### src/rtl/temp_frame_pkg.sv
// Shared constants and FSM encoding for the temperature frame packer.
// Frames on the wire: HDR0 HDR1 LEN payload CSUM.
package temp_frame_pkg;

    localparam logic [7:0] HDR0_DEF = 8'hAA;
    localparam logic [7:0] HDR1_DEF = 8'h55;
    localparam int         CSUM_W   = 8;

    // Each state names the byte the output register loads next.
    typedef enum logic [2:0] {
        ST_IDLE,
        ST_SH0,
        ST_SH1,
        ST_SLEN,
        ST_SPAY,
        ST_SCSUM
    } state_t;

    function automatic logic [7:0] min_len(input logic [10:0] used, input logic [10:0] cap);
        return (used >= cap) ? cap[7:0] : used[7:0];
    endfunction

endpackage

### src/rtl/frame_flush_timer.sv
// Saturating idle counter; flags when a partial frame has waited long enough to flush.
// A TIMEOUT_CYC of 0 disables flushing entirely.
module frame_flush_timer #(
    parameter int TIMEOUT_CYC = 100000,
    parameter int TMR_W       = 17
) (
    input  logic clk,
    input  logic rst_n,
    input  logic clr,
    input  logic en,
    output logic expired
);

    localparam logic [TMR_W-1:0] LIMIT = TMR_W'(TIMEOUT_CYC);

    logic [TMR_W-1:0] count;

    // NOTE: sequential state is always assigned with <= so every flop samples pre-edge values.
    always_ff @(posedge clk or negedge rst_n) begin
        if (!rst_n) begin
            count <= '0;
        end else if (clr) begin
            count <= '0;
        end else if (en && (count != LIMIT)) begin
            count <= count + TMR_W'(1);
        end
    end

    assign expired = (TIMEOUT_CYC != 0) && (count == LIMIT);

endmodule

### src/rtl/temp_frame_packer.sv
// Drains the show-ahead sample FIFO into HDR0 HDR1 LEN payload CSUM frames
// on a valid/ready byte stream, through a single output register.
module temp_frame_packer
    import temp_frame_pkg::*;
#(
    parameter int         PAYLOAD_LEN = 16,
    parameter logic [7:0] HDR0        = HDR0_DEF,
    parameter logic [7:0] HDR1        = HDR1_DEF,
    parameter int         TIMEOUT_CYC = 100000,
    parameter int         TMR_W       = 17
) (
    input  logic        clk,
    input  logic        rst_n,
    input  logic [7:0]  fifo_dout,
    input  logic        fifo_empty,
    input  logic [10:0] fifo_rdusedw,
    output logic        fifo_re,
    output logic [7:0]  tx_data,
    output logic        tx_valid,
    input  logic        tx_ready,
    output logic        busy,
    output logic        frame_done,
    output logic [15:0] frame_cnt
);

    localparam logic [10:0] CAP = 11'(PAYLOAD_LEN);

    state_t              state, state_d;
    logic [7:0]          len_q;
    logic [7:0]          remaining;
    logic [CSUM_W-1:0]   csum_q;
    logic                csum_out;
    logic                tmr_expired;
    logic                full_avail;
    logic                start;
    logic                load_ok;
    logic                pending;
    logic                load_en;
    logic [7:0]          load_byte;

    assign full_avail = (fifo_rdusedw >= CAP);
    assign start      = (state == ST_IDLE) && (full_avail || (tmr_expired && !fifo_empty));
    assign load_ok    = !tx_valid || tx_ready;
    assign load_en    = pending && load_ok;
    assign busy       = (state != ST_IDLE);
    // The CSUM byte is tracked separately because the FSM is already back in IDLE while it is presented.
    assign frame_done = tx_valid && tx_ready && csum_out;

    frame_flush_timer #(
        .TIMEOUT_CYC (TIMEOUT_CYC),
        .TMR_W       (TMR_W)
    ) u_flush_timer (
        .clk     (clk),
        .rst_n   (rst_n),
        .clr     (start || fifo_empty || (state != ST_IDLE)),
        .en      ((state == ST_IDLE) && !fifo_empty && !full_avail),
        .expired (tmr_expired)
    );

    always_ff @(posedge clk or negedge rst_n) begin
        if (!rst_n) begin
            state <= ST_IDLE;
        end else begin
            state <= state_d;
        end
    end

    // NOTE: every always_comb output gets a default first, so no path can infer a latch.
    always_comb begin
        state_d   = state;
        pending   = 1'b0;
        load_byte = 8'h00;
        fifo_re   = 1'b0;
        unique case (state)
            ST_IDLE: begin
                // Loading HDR0 in the start cycle keeps back-to-back frames gapless.
                if (start) begin
                    pending   = 1'b1;
                    load_byte = HDR0;
                    state_d   = load_ok ? ST_SH1 : ST_SH0;
                end
            end
            ST_SH0: begin
                pending   = 1'b1;
                load_byte = HDR0;
                if (load_ok) state_d = ST_SH1;
            end
            ST_SH1: begin
                pending   = 1'b1;
                load_byte = HDR1;
                if (load_ok) state_d = ST_SLEN;
            end
            ST_SLEN: begin
                pending   = 1'b1;
                load_byte = len_q;
                if (load_ok) state_d = ST_SPAY;
            end
            ST_SPAY: begin
                pending   = 1'b1;
                load_byte = fifo_dout;
                fifo_re   = load_ok;
                if (load_ok && (remaining == 8'd1)) state_d = ST_SCSUM;
            end
            ST_SCSUM: begin
                pending   = 1'b1;
                load_byte = csum_q;
                if (load_ok) state_d = ST_IDLE;
            end
            default: state_d = ST_IDLE;
        endcase
    end

    always_ff @(posedge clk or negedge rst_n) begin
        if (!rst_n) begin
            tx_data   <= 8'h00;
            tx_valid  <= 1'b0;
            csum_out  <= 1'b0;
            len_q     <= 8'h00;
            remaining <= 8'h00;
            csum_q    <= '0;
            frame_cnt <= 16'h0000;
        end else begin
            if (load_en) begin
                tx_data  <= load_byte;
                tx_valid <= 1'b1;
                csum_out <= (state == ST_SCSUM);
            end else if (tx_ready) begin
                tx_valid <= 1'b0;
                csum_out <= 1'b0;
            end

            if (start) begin
                len_q  <= min_len(fifo_rdusedw, CAP);
                csum_q <= '0;
            end else if (load_en && (state == ST_SLEN)) begin
                csum_q    <= len_q;
                remaining <= len_q;
            end else if (load_en && (state == ST_SPAY)) begin
                csum_q    <= csum_q + fifo_dout;
                remaining <= remaining - 8'd1;
            end

            if (frame_done) frame_cnt <= frame_cnt + 16'd1;
        end
    end

endmodule
### config.mk
export PLATFORM = sky130hd
export DESIGN_NAME = temp_frame_packer
export DESIGN_NICKNAME = d
export VERILOG_FILES = /design/src/rtl/temp_frame_pkg.sv /design/src/rtl/frame_flush_timer.sv /design/src/rtl/temp_frame_packer.sv
export SDC_FILE = /design/constraint.sdc
export NUM_CORES = 1
export LEC_CHECK = 0
export CAP_MARGIN = 15
export CORE_UTILIZATION = 35
export CTS_CLUSTER_SIZE = 24
export DETAILED_ROUTE_END_ITERATION = 10
export GPL_TIMING_DRIVEN = 0
export PLACE_DENSITY = 0.66
export SKIP_LAST_GASP = 1
export SLEW_MARGIN = 20
export SYNTH_ARGS = -nofsm -noshare
export SYNTH_HDL_FRONTEND = slang
export SYNTH_SLANG_ARGS = --single-unit
### constraint.sdc
create_clock -name clk -period 2.35 [get_ports clk]
set_input_delay 0.47 -clock clk [delete_from_list [all_inputs] [get_ports clk]]
set_output_delay 0.47 -clock clk [all_outputs]
set_load 0.02 [all_outputs]
==> results of run 1 <==
cell families (layout without fill, tap and decap cells):
logic type | after synthesis | count (layout)
AO/OA/AOI/OAI | 92 | 92
XOR/XNOR | 35 | 35
adder cells (fa/ha/maj) | 13 | 13
buffers and inverters | 34 | 109
flip-flops | 70 | 70
multiplexers | 3 | 3
AND/OR/NAND/NOR | 139 | 139
worst max path at each step:
| stage | slack (ns) | cells after the start | endpoint |
|---|---|---|---|
| after floorplan | 0.30 | 6 | tx_data[1] |
| after global placement | -1.58 | 1 | frame_cnt[15] |
| after detailed placement | -0.46 | 6 | u_flush_timer.count[5] |
| after CTS | -0.007 | 6 | fifo_re |
| after global routing | -0.06 | 8 | frame_cnt[15] |
| final | 0.09 | 3 | busy |
report_power, final:
part           total, W  switching (W)  internal [W]
Clock          0.000921       0.000517      0.000405
Sequential      0.00166       0.000225       0.00143
Combinational   0.00188        0.00109      0.000793
synthesized netlist by cell type, drive strengths merged, types with 2 or more instances:
library cell  instances  area share, %
dfrtp                70             47
nor2                 39            3.9
nand2                36            3.6
o21ai                29            4.0
xor2                 19            4.5
a21oi                17            2.3
inv                  17            1.7
nand3                17            2.3
xnor2                16            3.8
ha                   12            4.0
nor3                 10            1.5
clkbuf                9           0.91
a221oi                8            1.9
buf                   8            1.1
nand4                 7            1.2
a211oi                6            1.2
and2                  5           0.84
and3                  5           0.84
a21o                  4           0.81
a22o                  4           0.94
a31o                  4           0.94
nor2b                 4           0.67
a22oi                 3           0.61
a31oi                 3           0.51
a32oi                 3           0.71
nand2b                3           0.51
nor4bb                3           0.81
o211ai                3           0.74
or3                   3           0.51
and4                  2           0.47
mux2i                 2           0.54
nor4                  2           0.74
o22a                  2           0.47
metal layers:
metal,global-route usage (%),share of wire (%),up-vias
met5,0,0,-
met4,6.04,1.4,0
met3,2.37,5.4,8
met2,24.7,46,101
met1,23.2,48,1488
li1,-,-,1515
flip-flops by register name (all words and copies together), names as in the netlist:
name                 cells
len_q                    8
csum_out                 1
frame_cnt               16
state                    3
u_flush_timer.count     17
csum_q                   8
remaining                8
tx_data                  8
tx_valid                 1
stage by stage:
step | worst slack [ns] | std cells | instance area [µm²]
after floorplan | 0.298 | 386 | 3710
after global placement | -1.58 | 572 | 4380
after detailed placement | -0.461 | 573 | 4400
after CTS | -0.00670 | 590 | 4620
after global routing | -0.0590 | 597 | 4680
final | 0.0925 | 597 | 4680
layout by cell type (no fill, tap or decap), drive strengths merged, types with 18 or more instances in the layout:
cell / count
buf: 19
clkbuf: 18
clkdlybuf4s50: 46
dfrtp: 70
inv: 21
nand2: 36
nor2: 39
o21ai: 29
xor2: 19
repair_timing:
action / in CTS / in global routing
setup buffers: 2 / 7
hold endpoints to repair: 0 / 0
endpoints found under the setup margin: 25 / 13
pin swaps: 1 / 2
gates resized for setup: 9 / 6
area by class of cell:
| type | instances | area, µm² |
|---|---|---|
| inverter | 17 | 63.8 |
| multi-input combinational | 282 | 1850 |
| fill | 990 | 5600 |
| tap | 136 | 170 |
| buffer | 16 | 72.6 |
| sequential | 70 | 1750 |
| timing repair buffer | 60 | 578 |
| clock inverter | 7 | 62.6 |
| clock buffer | 9 | 124 |
worst reg2reg max path: stages, from the launching register on:
cell and delay [ns]:
dfrtp_1 0.41, inv_1 0.09, ha_1 0.16, nor4bb_1 0.20, nand4_1 0.22, o21ai_2 0.32
nand2b_1 0.10, buf_2 0.19, a32oi_1 0.22, o21ai_1 0.09
==> qor.yml, run 1 <==
status: "finished clean"
final_antenna_net_count: 0
hold_ws_ns: 0.0286
cts-root-buf: "clkbuf_8"
clk_latency_ns: 0.36
rr_endpoint: "csum_q[5]"
fin_nets: 492
cp_max_fo: 10
ys_seq_area_share_pct: 47.2
numPortBuffers: 50
p_leak_nw: 1.99
grt_pass1_wl_um: 14300
synth_top_family_by_area: "simple AND/OR/NAND/NOR gates"
fp.coreArea_mm2: 0.0103
die_y_um: 105
yosysWarnings: 0
syn_area_per_cell_um2: 9.61
synth_nets: 422
hold_viol_final: 0
drt_iter0_drc: 200
antenna_found_initial: 0
hp-class: "primary input to asynchronous set/reset pin"
finish.utilization_pct: 45.5
synthCells: 386
synth_edf_count: 0
path_cells: "or3_1, clkbuf_1, dlygate4sd2_1"
finalClockSkew_ns: 0.0142
drt-wirelength-per-cell_um: 14.1
gp_congestion: 0.820
slew_headroom_pct: 56.6
cts_inserted_buffers: 9
crit_type: "register to output pin"
period_minus_slack_ns: 2.26
synth_flop_cell: "dfrtp_1"
async_flop_share_pct: 100
period_share_pct: 96.1
start_util_pct: 36.1
drive_gt1_share_pct: 10.2
overflow: 0
worst_ir_drop_vdd_v: 0.000432
r2r_setup_slack_ns: 0.22
p_total_w: 0.00447
required_ns: 1.88
cp.buffers_inverters: 2
synth_xor_area_share_pct: 8.27
maxSlewViolCount: 0
cp_slowest_cell: "dfrtp_2"
worst_path_largest_cell_delay_ns: 0.49
setup_viol: 0
cts_htree_levels: 3
max_freq_ghz: 0.443
cts_tree: "yes"
cts_sinks: 70
p_per_area_mw_per_mm2: 955
synth_fa_ha_area_share_pct: 4.59
synth_compound_area_share_pct: 16.7
cts_buffer_depth: 2
rsz0062_at_grt: "true"
tns_ns: 0
grt_pass1_vias: 2994
rows: 37
die_w_um: 105
diodes: 0
crit_arrival_ns: 1.79
tightest_slew_ns: 0.645
ys_types: 51
dieArea_mm2: 0.0110
finalWirelength_um: 8410
drc: 0
cts.hold.buffers_added: 0
drt-vias-per-instance: 5.21
synthMuxAreaShare_pct: 0.843
path_delay_family: "buffers and inverters"
cap_violations: 0
dpl.hpwl_um: 6160
yosys.area_share.simple_pct: 18.6
vias: 3112
netlist_area_mm2: 0.00371
dr.pass1.iters: 4
critPathLaunch: "state[0]"
grt_start_max_net_pins: 44
synth-seq-cells: 70
reg2reg_from: "u_flush_timer.count[0]"
grt_usage_pct: 16.2
worstRegToRegCells: 9
path_clk_slew_ns: 0.09
syn2layout_area_growth_pct: 26.1
endpoint_kind: "output pin"
ios: 51
critPathLaunchType: "register"
Power figures use the tool's default switching activity.
==> inputs of run 2 (changes only) <==
- PLACE_DENSITY: 0.66 -> 0.68
- clock period: 2.35 -> 1.8 ns (I/O delays scaled with it)
==> run 2 against run 1 <==
The flow now finishes with violations (negative setup slack). Cell area is 16% higher. Wire length grew 22%. Sequential share of layout area down 5.2 points. Sequential power grew 33%. First-iteration DRC count is 19% higher. Via count is 9.2% higher.
==> qor.yml, run 2 (synthesis results as in run 1) <==
setup_slack_ns: -0.207  # was 0.0925 ns
combPwrFrac_pct: 49.3  # was 42.2%
grt_pass1_wl_um: 15900  # was 14300 µm
period_share_pct: 111
hold_viol_final: 0  # unchanged
syn2layout_area_growth_pct: 46.6  # was 26.1%
final_cell_mix: "dfrtp_1 (67), nor2_1 (37), buf_4 (34), clkdlybuf4s50_1 (28), nand2_1 (26)"  # was dfrtp_1 (69), clkdlybuf4s50_1 (46), nor2_1 (39), nand2_1 (36), o21ai_1 (20)
clk_latency_ns: 0.36  # about the same
gp_congestion: 0.846  # was 0.820
violations: "negative setup slack"
reg2reg_from: "csum_q[1]"  # was u_flush_timer.count[0]
crit_cells: 7  # was 3
dieArea_mm2: 0.0110  # unchanged
instances_no_fill: 630  # was 597
drt-vias-per-instance: 5.39  # was 5.21
worstRegToRegCells: 7  # was 9
cts_htree_levels: 3  # unchanged
p_per_area_mw_per_mm2: 1270  # was 955 mW/mm²
critPathLaunchType: "register"  # unchanged
dr.pass1.iters: 4  # unchanged
cts_tree: "yes"  # unchanged
worst_ir_drop_vdd_v: 0.000591  # was 0.000432 V
path_delay_family: "compound AO/OA/AOI/OAI gates"  # was buffers and inverters
hold_ws_ns: 0.365  # was 0.0286 ns
cp_max_fo: 2  # was 10
hold_start: "tx_ready"
numPortBuffers: 50  # unchanged
worst_path_largest_cell_delay_ns: 0.39  # was 0.49 ns
setup_viol: 22  # was 0
drc: 0  # unchanged
internal_power_w: 0.00411  # was 0.00263 W
rr_endpoint: "csum_q[7]"  # was csum_q[5]
drive_gt1_share_pct: 29.8  # was 10.2%
slew_headroom_pct: 56.4  # was 56.6%
maxSlewViolCount: 0  # unchanged
switching_power_w: 0.00279  # was 0.00183 W
hold_depth: 3
cts-root-buf: "clkbuf_8"  # unchanged
die_w_um: 105  # unchanged
placed_cell_area_mm2: 0.00443  # was 0.00440 mm²
overflow: 0  # unchanged
cp_slowest_cell: "dfrtp_1"  # was dfrtp_2
cts_sinks: 70  # unchanged
period_minus_slack_ns: 2.01
cts_buffer_depth: 2  # unchanged
dpl.hpwl_um: 6190  # was 6160 µm
crit_type: "register to register"  # was register to output pin
cts_inserted_buffers: 9  # unchanged
cp.buffers_inverters: 0  # was 2
dp.cells: 573  # unchanged
start_util_pct: 36.1  # unchanged
ios: 51  # unchanged
tightest_slew_ns: 0.647  # was 0.645 ns
required_ns: 2.05  # was 1.88 ns
finalClockSkew_ns: 0.0124  # was 0.0142 ns
cap_violations: 0  # unchanged
final_antenna_net_count: 0  # unchanged
grt_pass1_vias: 3291  # was 2994
top_regs: "u_flush_timer.count (17), frame_cnt (16)"  # unchanged
path_cells: "ha_1, a21oi_2, o211ai_1, o41ai_2, xor2_1, mux2i_1, o21ai_1"  # was or3_1, clkbuf_1, dlygate4sd2_1
seqPwrFrac_pct: 31.8  # was 37.2%
largest_register_ffs: 17  # unchanged
rsz0062_at_grt: "true"  # unchanged
diodes: 0  # unchanged
r2r_setup_slack_ns: -0.21  # was 0.22 ns
hold-path-endpoint: "csum_out"
antenna_found_initial: 0  # unchanged
grt_start_max_net_pins: 44  # unchanged
drt_iter0_drc: 238  # was 200
p_leak_nw: 2.46  # was 1.99 nW
p_total_w: 0.00690  # was 0.00447 W
fin_nets: 525  # was 492
fp.coreArea_mm2: 0.0103  # unchanged
crit_arrival_ns: 2.25  # was 1.79 ns
regMostFlops: "u_flush_timer.count"  # unchanged
vias: 3397  # was 3112
layout.cells.most_common: "dfrtp_1"  # unchanged
switching_share_pct: 40.4  # was 41.1%
path_clk_slew_ns: 0.08  # was 0.09 ns
hp-class: "primary input to register"  # was primary input to asynchronous set/reset pin
finalWirelength_um: 10200  # was 8410 µm
die_y_um: 105  # unchanged
grt_usage_pct: 18.3  # was 16.2%
rows: 37  # unchanged
final.fill_count: 895  # was 990
endpoint_kind: "register"  # was output pin
power_frac_clock_pct: 18.8  # was 20.6%
design_area_mm2: 0.00544  # was 0.00468 mm²
max_freq_ghz: 0.498
drt-wirelength-per-cell_um: 16.2  # was 14.1 µm
status: "finished, violations left"  # was finished clean
==> run 2: cell count changes in the layout (fill, tap and decap cells not counted), moves of 7 or more <==
cell             before  now
dlymetal6s2s_1        0    7
nand2_1              36   26
clkdlybuf4s50_1      46   28
buf_4                11   34
nand2_2               0    7
buf_6                 0   14
==> run 2: worst max path at each step <==
stage / startpoint / endpoint / slack [ns]
finish: csum_q[1] / csum_q[7] / -0.21
global route: csum_q[1] / csum_q[7] / -0.36
CTS: csum_q[1] / csum_q[7] / -0.19
detailed placement: fifo_rdusedw[7] / u_flush_timer.count[7] / -0.82
global placement: rst_n / tx_valid / -2.24
floorplan: fifo_rdusedw[7] / tx_data[1] / -0.09
==> run 2: routing by layer <==
| layer | track usage (%) | share of wire (%) |
|---|---|---|
| met1 | 23.7 | 43 |
| met2 | 29.0 | 49 |
| met3 | 4.12 | 6.1 |
| met4 | 8.65 | 2.6 |
| met5 | 0 | 0 |
==> run 2: worst register-to-register path, stage by stage (launching register included) <==
cell      delay, ns
dfrtp_1        0.39
ha_1           0.30
a21oi_2        0.15
o211ai_1       0.17
o41ai_2        0.36
xor2_1         0.23
mux2i_1        0.21
o21ai_1        0.08
==> run 2: final cells by class <==
type | instances | area, µm² | share of cell area (%)
Buffer | 15 | 141 | 2.60
Clock buffer | 10 | 128 | 2.35
Clock inverter | 6 | 70.1 | 1.29
Inverter | 17 | 63.8 | 1.17
Multi-Input combinational cell | 283 | 2210 | 40.7
Sequential cell | 70 | 1760 | 32.3
Tap cell | 136 | 170 | 3.13
Timing Repair Buffer | 93 | 896 | 16.5
==> run 2: through the flow <==
stage / TNS [ns] / utilization (%) / worst slack [ns]
2_1_floorplan: -1.29 / - / -0.0865
3_3_place_gp: -177.60 / 42.9 / -2.24
3_5_place_dp: -41.42 / 43.1 / -0.818
4_1_cts: -1.43 / 49.5 / -0.185
5_1_grt: -3.90 / 52.9 / -0.361
6_report: -1.14 / 52.9 / -0.207
==> run 2: power by group through the flow <==
stage          Clock [W]  Combinational, W  Sequential [W]
2_1_floorplan          0           0.00152         0.00224
3_3_place_gp           0           0.00235         0.00214
3_5_place_dp           0           0.00240         0.00216
4_1_cts          0.00131           0.00294         0.00216
5_1_grt          0.00138           0.00369         0.00224
6_report         0.00130           0.00340         0.00220
==> run 2: what timing repair did <==
item,CTS,global route
setup endpoints to repair,62,62
resized for setup,93,59
pin swaps,25,21
buffers inserted,21,17
hold buffers,1,0
cloned,2,2
endpoints found under the hold margin,27,0
==> inputs of run 3 (changes only) <==
- HOLD_SLACK_MARGIN: default -> 0.02
==> results of run 3 <==
The final DEF is identical to that of run 2; final timing and power are the same.
